## src/rtl/instr_fetch_unit.sv

```systemverilog
// Fetch stage: reads the word at pc_in over a req/ack port and hands it to the decoder via valid/ready.
// Define FETCH_TIMEOUT_EN to add a memory-ack timeout that parks the unit in a sticky FAULT state.
module instr_fetch_unit #(
    parameter int PC_W        = 64,
    parameter int INSTR_W     = 32,
    parameter int TIMEOUT_CYC = 16
) (
    input  logic               clk,
    input  logic               reset,
    input  logic [PC_W-1:0]    pc_in,
    input  logic               redirect,
    output logic               pc_step,
    output logic               mem_req,
    output logic [PC_W-1:0]    mem_addr,
    input  logic               mem_ack,
    input  logic [INSTR_W-1:0] mem_rdata,
    output logic [INSTR_W-1:0] IR_out,
    output logic               instr_valid,
    input  logic               instr_ready,
    output logic               fetch_fault
);

    typedef enum logic [2:0] {
        IDLE,
        REQ,
        DRAIN,
`ifdef FETCH_TIMEOUT_EN
        HOLD,
        FAULT
`else
        HOLD
`endif
    } state_t;

    state_t             state, state_nxt;
    logic [PC_W-1:0]    addr_nxt;
    logic [INSTR_W-1:0] ir_nxt;
    logic               valid_nxt;

`ifdef FETCH_TIMEOUT_EN
    localparam int CNT_W = $clog2(TIMEOUT_CYC + 1);
    logic [CNT_W-1:0] to_cnt, to_cnt_nxt;
    logic             to_hit;
    logic             fault_nxt;

    assign to_hit = (to_cnt == CNT_W'(TIMEOUT_CYC - 1));
`else
    logic unused_timeout;
    assign unused_timeout = (TIMEOUT_CYC > 0);
    assign fetch_fault    = 1'b0;
`endif

    always_comb begin
        state_nxt = state;
        addr_nxt  = mem_addr;
        ir_nxt    = IR_out;
        valid_nxt = instr_valid;
        mem_req   = 1'b0;
        pc_step   = 1'b0;
`ifdef FETCH_TIMEOUT_EN
        fault_nxt = fetch_fault;
`endif
        case (state)
            IDLE: begin
                if (!redirect) begin
                    addr_nxt  = pc_in;
                    state_nxt = REQ;
                end
            end
            REQ: begin
                mem_req = 1'b1;
                if (mem_ack) begin
                    // An ack coinciding with a redirect belongs to the stale PC.
                    if (!redirect) begin
                        ir_nxt    = mem_rdata;
                        valid_nxt = 1'b1;
                        pc_step   = 1'b1;
                        state_nxt = HOLD;
                    end else begin
                        state_nxt = IDLE;
                    end
                end
`ifdef FETCH_TIMEOUT_EN
                else if (to_hit) begin
                    fault_nxt = 1'b1;
                    state_nxt = FAULT;
                end
`endif
                else if (redirect) begin
                    state_nxt = DRAIN;
                end
            end
            DRAIN: begin
                mem_req = 1'b1;
                if (mem_ack) begin
                    state_nxt = IDLE;
                end
`ifdef FETCH_TIMEOUT_EN
                else if (to_hit) begin
                    fault_nxt = 1'b1;
                    state_nxt = FAULT;
                end
`endif
            end
            HOLD: begin
                if (redirect) begin
                    valid_nxt = 1'b0;
                    state_nxt = IDLE;
                end else if (instr_ready) begin
                    // PC already advanced on the ack edge, so pc_in is the next address.
                    valid_nxt = 1'b0;
                    addr_nxt  = pc_in;
                    state_nxt = REQ;
                end
            end
`ifdef FETCH_TIMEOUT_EN
            FAULT: state_nxt = FAULT;
`endif
            default: state_nxt = IDLE;
        endcase
    end

`ifdef FETCH_TIMEOUT_EN
    always_comb begin
        to_cnt_nxt = to_cnt;
        if ((state_nxt == REQ || state_nxt == DRAIN) && state_nxt != state) begin
            to_cnt_nxt = '0;
        end else if ((state == REQ || state == DRAIN) && !mem_ack) begin
            to_cnt_nxt = to_cnt + 1'b1;
        end
    end

    always_ff @(posedge clk or posedge reset) begin
        if (reset) begin
            to_cnt      <= '0;
            fetch_fault <= 1'b0;
        end else begin
            to_cnt      <= to_cnt_nxt;
            fetch_fault <= fault_nxt;
        end
    end
`endif

    always_ff @(posedge clk or posedge reset) begin
        if (reset) begin
            state       <= IDLE;
            mem_addr    <= '0;
            IR_out      <= '0;
            instr_valid <= 1'b0;
        end else begin
            state       <= state_nxt;
            mem_addr    <= addr_nxt;
            IR_out      <= ir_nxt;
            instr_valid <= valid_nxt;
        end
    end

endmodule

```

## config.mk

```make
export PLATFORM = sky130hd
export DESIGN_NAME = instr_fetch_unit
export DESIGN_NICKNAME = d
export VERILOG_FILES = /design/src/rtl/instr_fetch_unit.sv
export SDC_FILE = /design/constraint.sdc
export NUM_CORES = 1
export LEC_CHECK = 0
export ABC_AREA = 1
export BUFFER_PORTS_ARGS = -buffer_cell sky130_fd_sc_hd__buf_2
export CAP_MARGIN = 0
export CORE_UTILIZATION = 44
export CTS_CLUSTER_SIZE = 24
export DETAILED_ROUTE_END_ITERATION = 10
export PLACE_DENSITY = 0.76
export SLEW_MARGIN = 20
export SYNTH_ARGS = -nofsm -noshare
export SYNTH_HDL_FRONTEND = slang
export SYNTH_SLANG_ARGS = --single-unit
export TNS_END_PERCENT = 100
```

## constraint.sdc

```tcl
create_clock -name clk -period 6.9 [get_ports clk]
set_input_delay 0.69 -clock clk [delete_from_list [all_inputs] [get_ports clk]]
set_output_delay 0.69 -clock clk [all_outputs]
set_load 0.01 [all_outputs]
```

# After elaboration in Yosys (flattened, before gate mapping)
# Cells that the tools add are included.
[totals]
wordCells = 45
reg_bits = 100
input_bits = 101
out_inout_bits = 100
[op_classes]
muxes = 21
n_eq_ne = 11
reduce_logical = 8
bitwise_logic = 1
[op_table]
columns = ["cell", "n"]
rows = [
  ["2-to-1 mux 64 bit", 3],
  ["one-hot mux 64 bit (2 select lines)", 1],
  ["2-to-1 mux 3 bit", 6],
  ["!= test 2 bit, second input constant", 6],
  ["one-hot mux 3 bit (4 select lines)", 1],
  ["AND reduction 4 bit", 3],
  ["2-to-1 mux 1 bit", 8],
  ["== test 3 x 2 -> 1 bit, second input constant", 2],
  ["!= test 3 bit, second input constant", 2],
  ["nonzero test 2 bit", 2],
  ["== test 3 x 1 -> 1 bit, second input constant", 1],
  ["logical NOT 3 bit", 1],
  ["AND reduction 3 bit", 1],
  ["2-to-1 mux 2 bit", 1],
  ["one-hot mux 1 bit (2 select lines)", 1],
  ["OR reduction 2 bit", 1],
  ["NOT 1 bit", 1],
]

# Depth between registers and ports, before layout
[depth]
ltp_word = 3
mapped_depth = 8
ltp_nobuf = 8

# Worst setup path before layout
# OpenSTA, ideal clock, no wires.
[synth_path]
path_type = "input -> output"
start = "in redirect"
end = "out pc_step"
arrival_ps = 1156
path_slack_ps = 5054
required_ps = 6210
path_buffers = 1
stages = 4
path_cell_list = "inv_2 nand3_2 inv_2 buf_2"
[synth_via]
elab_chain_len = 3
[synth_lines]
columns = ["element", "line_no", "rtl"]
rows = [
  ["start: declaration", "11", "input logic redirect,"],
  ["2-to-1 mux 1 bit", "74", "if (!redirect) begin"],
  ["2-to-1 mux 1 bit", "72", "if (mem_ack) begin"],
  ["2-to-1 mux 1 bit", "63", "case (state)"],
  ["end: declaration", "12", "output logic pc_step,"],
]
# Every way passes these cells.

# Final worst setup path
[layout_path]
start = "reg state[1]"
end = "out pc_step"
[layout_via]
elab_chain_len = 2
[layout_lines]
columns = ["element", "line_no", "rtl"]
rows = [
  ["start: declaration", "35", "state_t state, state_nxt;"],
  ["start signal: assignment", "151", "state <= state_nxt;"],
  ["== test 3 x 1 -> 1 bit", "63", ""],
  ["2-to-1 mux 1 bit", "63", ""],
]
# Every way passes these cells.

==> results.cfg <==
[run_status]
outcome = finished clean

[clocking]
worstSkewPairLatency_ns = 0.36
cts-buffers-inserted = 9
numClockSinks = 99
cts-root-buf = clkbuf_8
cts_max_level = 3
path_clk_slew_ns = 0.11
cts_max_path_buffers = 2
cts_tree = yes
ctsResizeCount = 0
cts_hold_buf = 0
post_cts_buffers = 0

[global_routing]
globalRouteOverflowTotal = 0
grt_start_max_net_pins = 65
grt_pass1_wl_mm = 17.0
grt_usage_pct = 21.3
grt_pass1_vias = 3659
antenna_found_initial = 0

[floorplanning]
ios = 201
num_rows = 35
design.core.area_um2 = 9330
die_area_um2 = 10100
die_x_um = 101
die_y_um = 101
initial_core_util_pct = 45.9

[timing]
period_share_pct = 47.7
finalSetupViolations = 0
max_freq_mhz = 304
rsz0062_at_grt = false
slew_headroom_pct = 42.0
skew_ns = 0.0144
drv_slew = 0
layout_min_cycle_time_ns = 3.29
tightest_slew_ns = 0.867
hold_viol_final = 0
fin_setup_tns_ns = 0

[yosys]
yosys.cell_count.top_type = nand2_1
synth_edf_count = 0
synthArstFlopShare_pct = 100
yosys-top-cells-count = nand2_1 (244), dfrtp_1 (99), nand3_1 (46), nand3_2 (23), buf_2 (12)
syn_inst = 464
ys_seq_area_share_pct = 57.9
synth_area_per_cell_um2 = 9.22
ys.flop_type = dfrtp_1
ys_types = 20
ys_warn_count = 0
synth_top_area_share_pct = 57.9
synth.area.top_cells = dfrtp_1 (58%), nand2_1 (21%), nand3_1 (5.4%)
syn_nets = 571
ys_ff_latch = 99
synth.cell_area_um2 = 4280
yosys.area.top_type = dfrtp_1

[job]
maxCapViolCount = 0

[drt]
dr_total_vias = 3730
drt_iter0_drc = 139
drtAntennaViolNets = 0
drcViolationCount = 0
wire_per_inst_um = 13.4
drt_wl_total_mm = 10.5
dr.pass1.iters = 6
vias_per_cell = 4.76

[critical_path]
critical_path_class = register to output port
arrival_ns = 2.60
crit_path_end_kind = output port
cp.required_ns = 6.21
start_kind = register
cp_max_fo = 34

[placed_design]
portBuffers = 199
hpwl_mm = 7.39
gp_congestion = 0.784

[pwr]
power_density_nw_per_um2 = 490
vdd.ir_drop.worst_v = 0.000203
p_leak_nw = 3.20

[layout]
nets = 757
final_core_util_pct = 58.5
area_growth_pct = 27.5
drive_above_1_share_pct = 37.9
antennaDiodeCount = 0

[min_path]
hold_path.class = input pin to async pin
==> where the power goes <==
| part | internal, mW | switching [mW] | total, mW | leakage [nW] |
|---|---|---|---|---|
| combinational | 0.443 | 0.772 | 1.21 | 1.86 |
| clock | 0.219 | 0.208 | 0.426 | 0.115 |
| sequential | 0.876 | 0.159 | 1.04 | 1.22 |
| total | 1.54 | 1.14 | 2.68 | 3.20 |
==> cell type report <==
class	count	area, µm²
clock buffers	10	138
clock inverters	6	96.3
fillers	825	3870
inverters	9	36.3
multi-input cells	329	1530
flip-flops and latches	99	2480
well taps	129	161
repair buffers	202	1020
==> logic make-up (layout without fill, tap and decap cells) <==
group | Yosys count | count (layout) | synth area share, %
simple gates | 318 | 318 | 32.9
flops | 99 | 99 | 57.9
buf+inv | 36 | 227 | 6.58
fa+ha+maj | 6 | 6 | 1.75
compound gates | 4 | 4 | 0.819
other cells | 1 | 1 | 0.0876
==> path summary, 6_finish.rpt <==
path | start | to | slack [ns] | cells past startpoint
max | state[1]$_DFFE_PP0P_ | pc_step | 3.61 | 5
min | reset | mem_addr[51]$_DFFE_PP0P_ | 0.37 | 2
max reg2reg | state[0]$_DFFE_PP0P_ | mem_addr[54]$_DFFE_PP0P_ | 3.85 | 7
min reg2reg | mem_addr[38]$_DFFE_PP0P_ | mem_addr[38]$_DFFE_PP0P_ | 0.47 | 2
max in group asynchronous | reset | IR_out[24]$_DFFE_PP0P_ | 5.41 | 3
min in group clk | mem_addr[38]$_DFFE_PP0P_ | mem_addr[38]$_DFFE_PP0P_ | 0.47 | 2
==> per-layer routing <==
layer / part of all wire, % / track usage [%] / wire, µm / vias to the layer above
met5: 0 / 0 / 0 / -
met4: 0.86 / 5.24 / 90 / 0
met3: 8.0 / 6.17 / 840 / 9
met2: 47 / 36.8 / 4980 / 148
met1: 44 / 26.2 / 4580 / 1759
li1: - / - / - / 1814
==> state kept, by name, indices dropped and copies added, names as in the netlist <==
signal and count:
mem_addr 64, IR_out 32, state 2, instr_valid 1
==> placed cells by master, fill, tap and decap left out, drive strengths merged, types with 2 or more instances in the layout <==
cell,Yosys,layout
ha,6,6
nand2,245,245
o21ai,4,4
dfrtp,99,99
nand3,69,69
nor2,2,2
inv,9,11
buf,27,202
clkbuf,0,10
bufinv,0,2
==> worst max-delay path, cell delays in order, from the launching register on <==
cell	delay, ns
dfrtp_1	0.45
inv_1	0.15
ha_1	0.22
nand3_2	0.54
inv_2	0.64
buf_2	0.23
==> per-stage QoR <==
stage                     cells  setup WS, ns  hold slack, ns  area (µm²)  total power [mW]
after floorplan             464          3.62           0.505        4280              1.90
after global placement      768          3.94           0.449        5220              2.23
after detailed placement    768          3.84           0.453        5220              2.27
after CTS                   784          3.61           0.377        5460              2.71
after global routing        784          3.34           0.403        5460              2.90
final                       784          3.61           0.366        5460              2.68
Power figures use the tool's default switching activity.
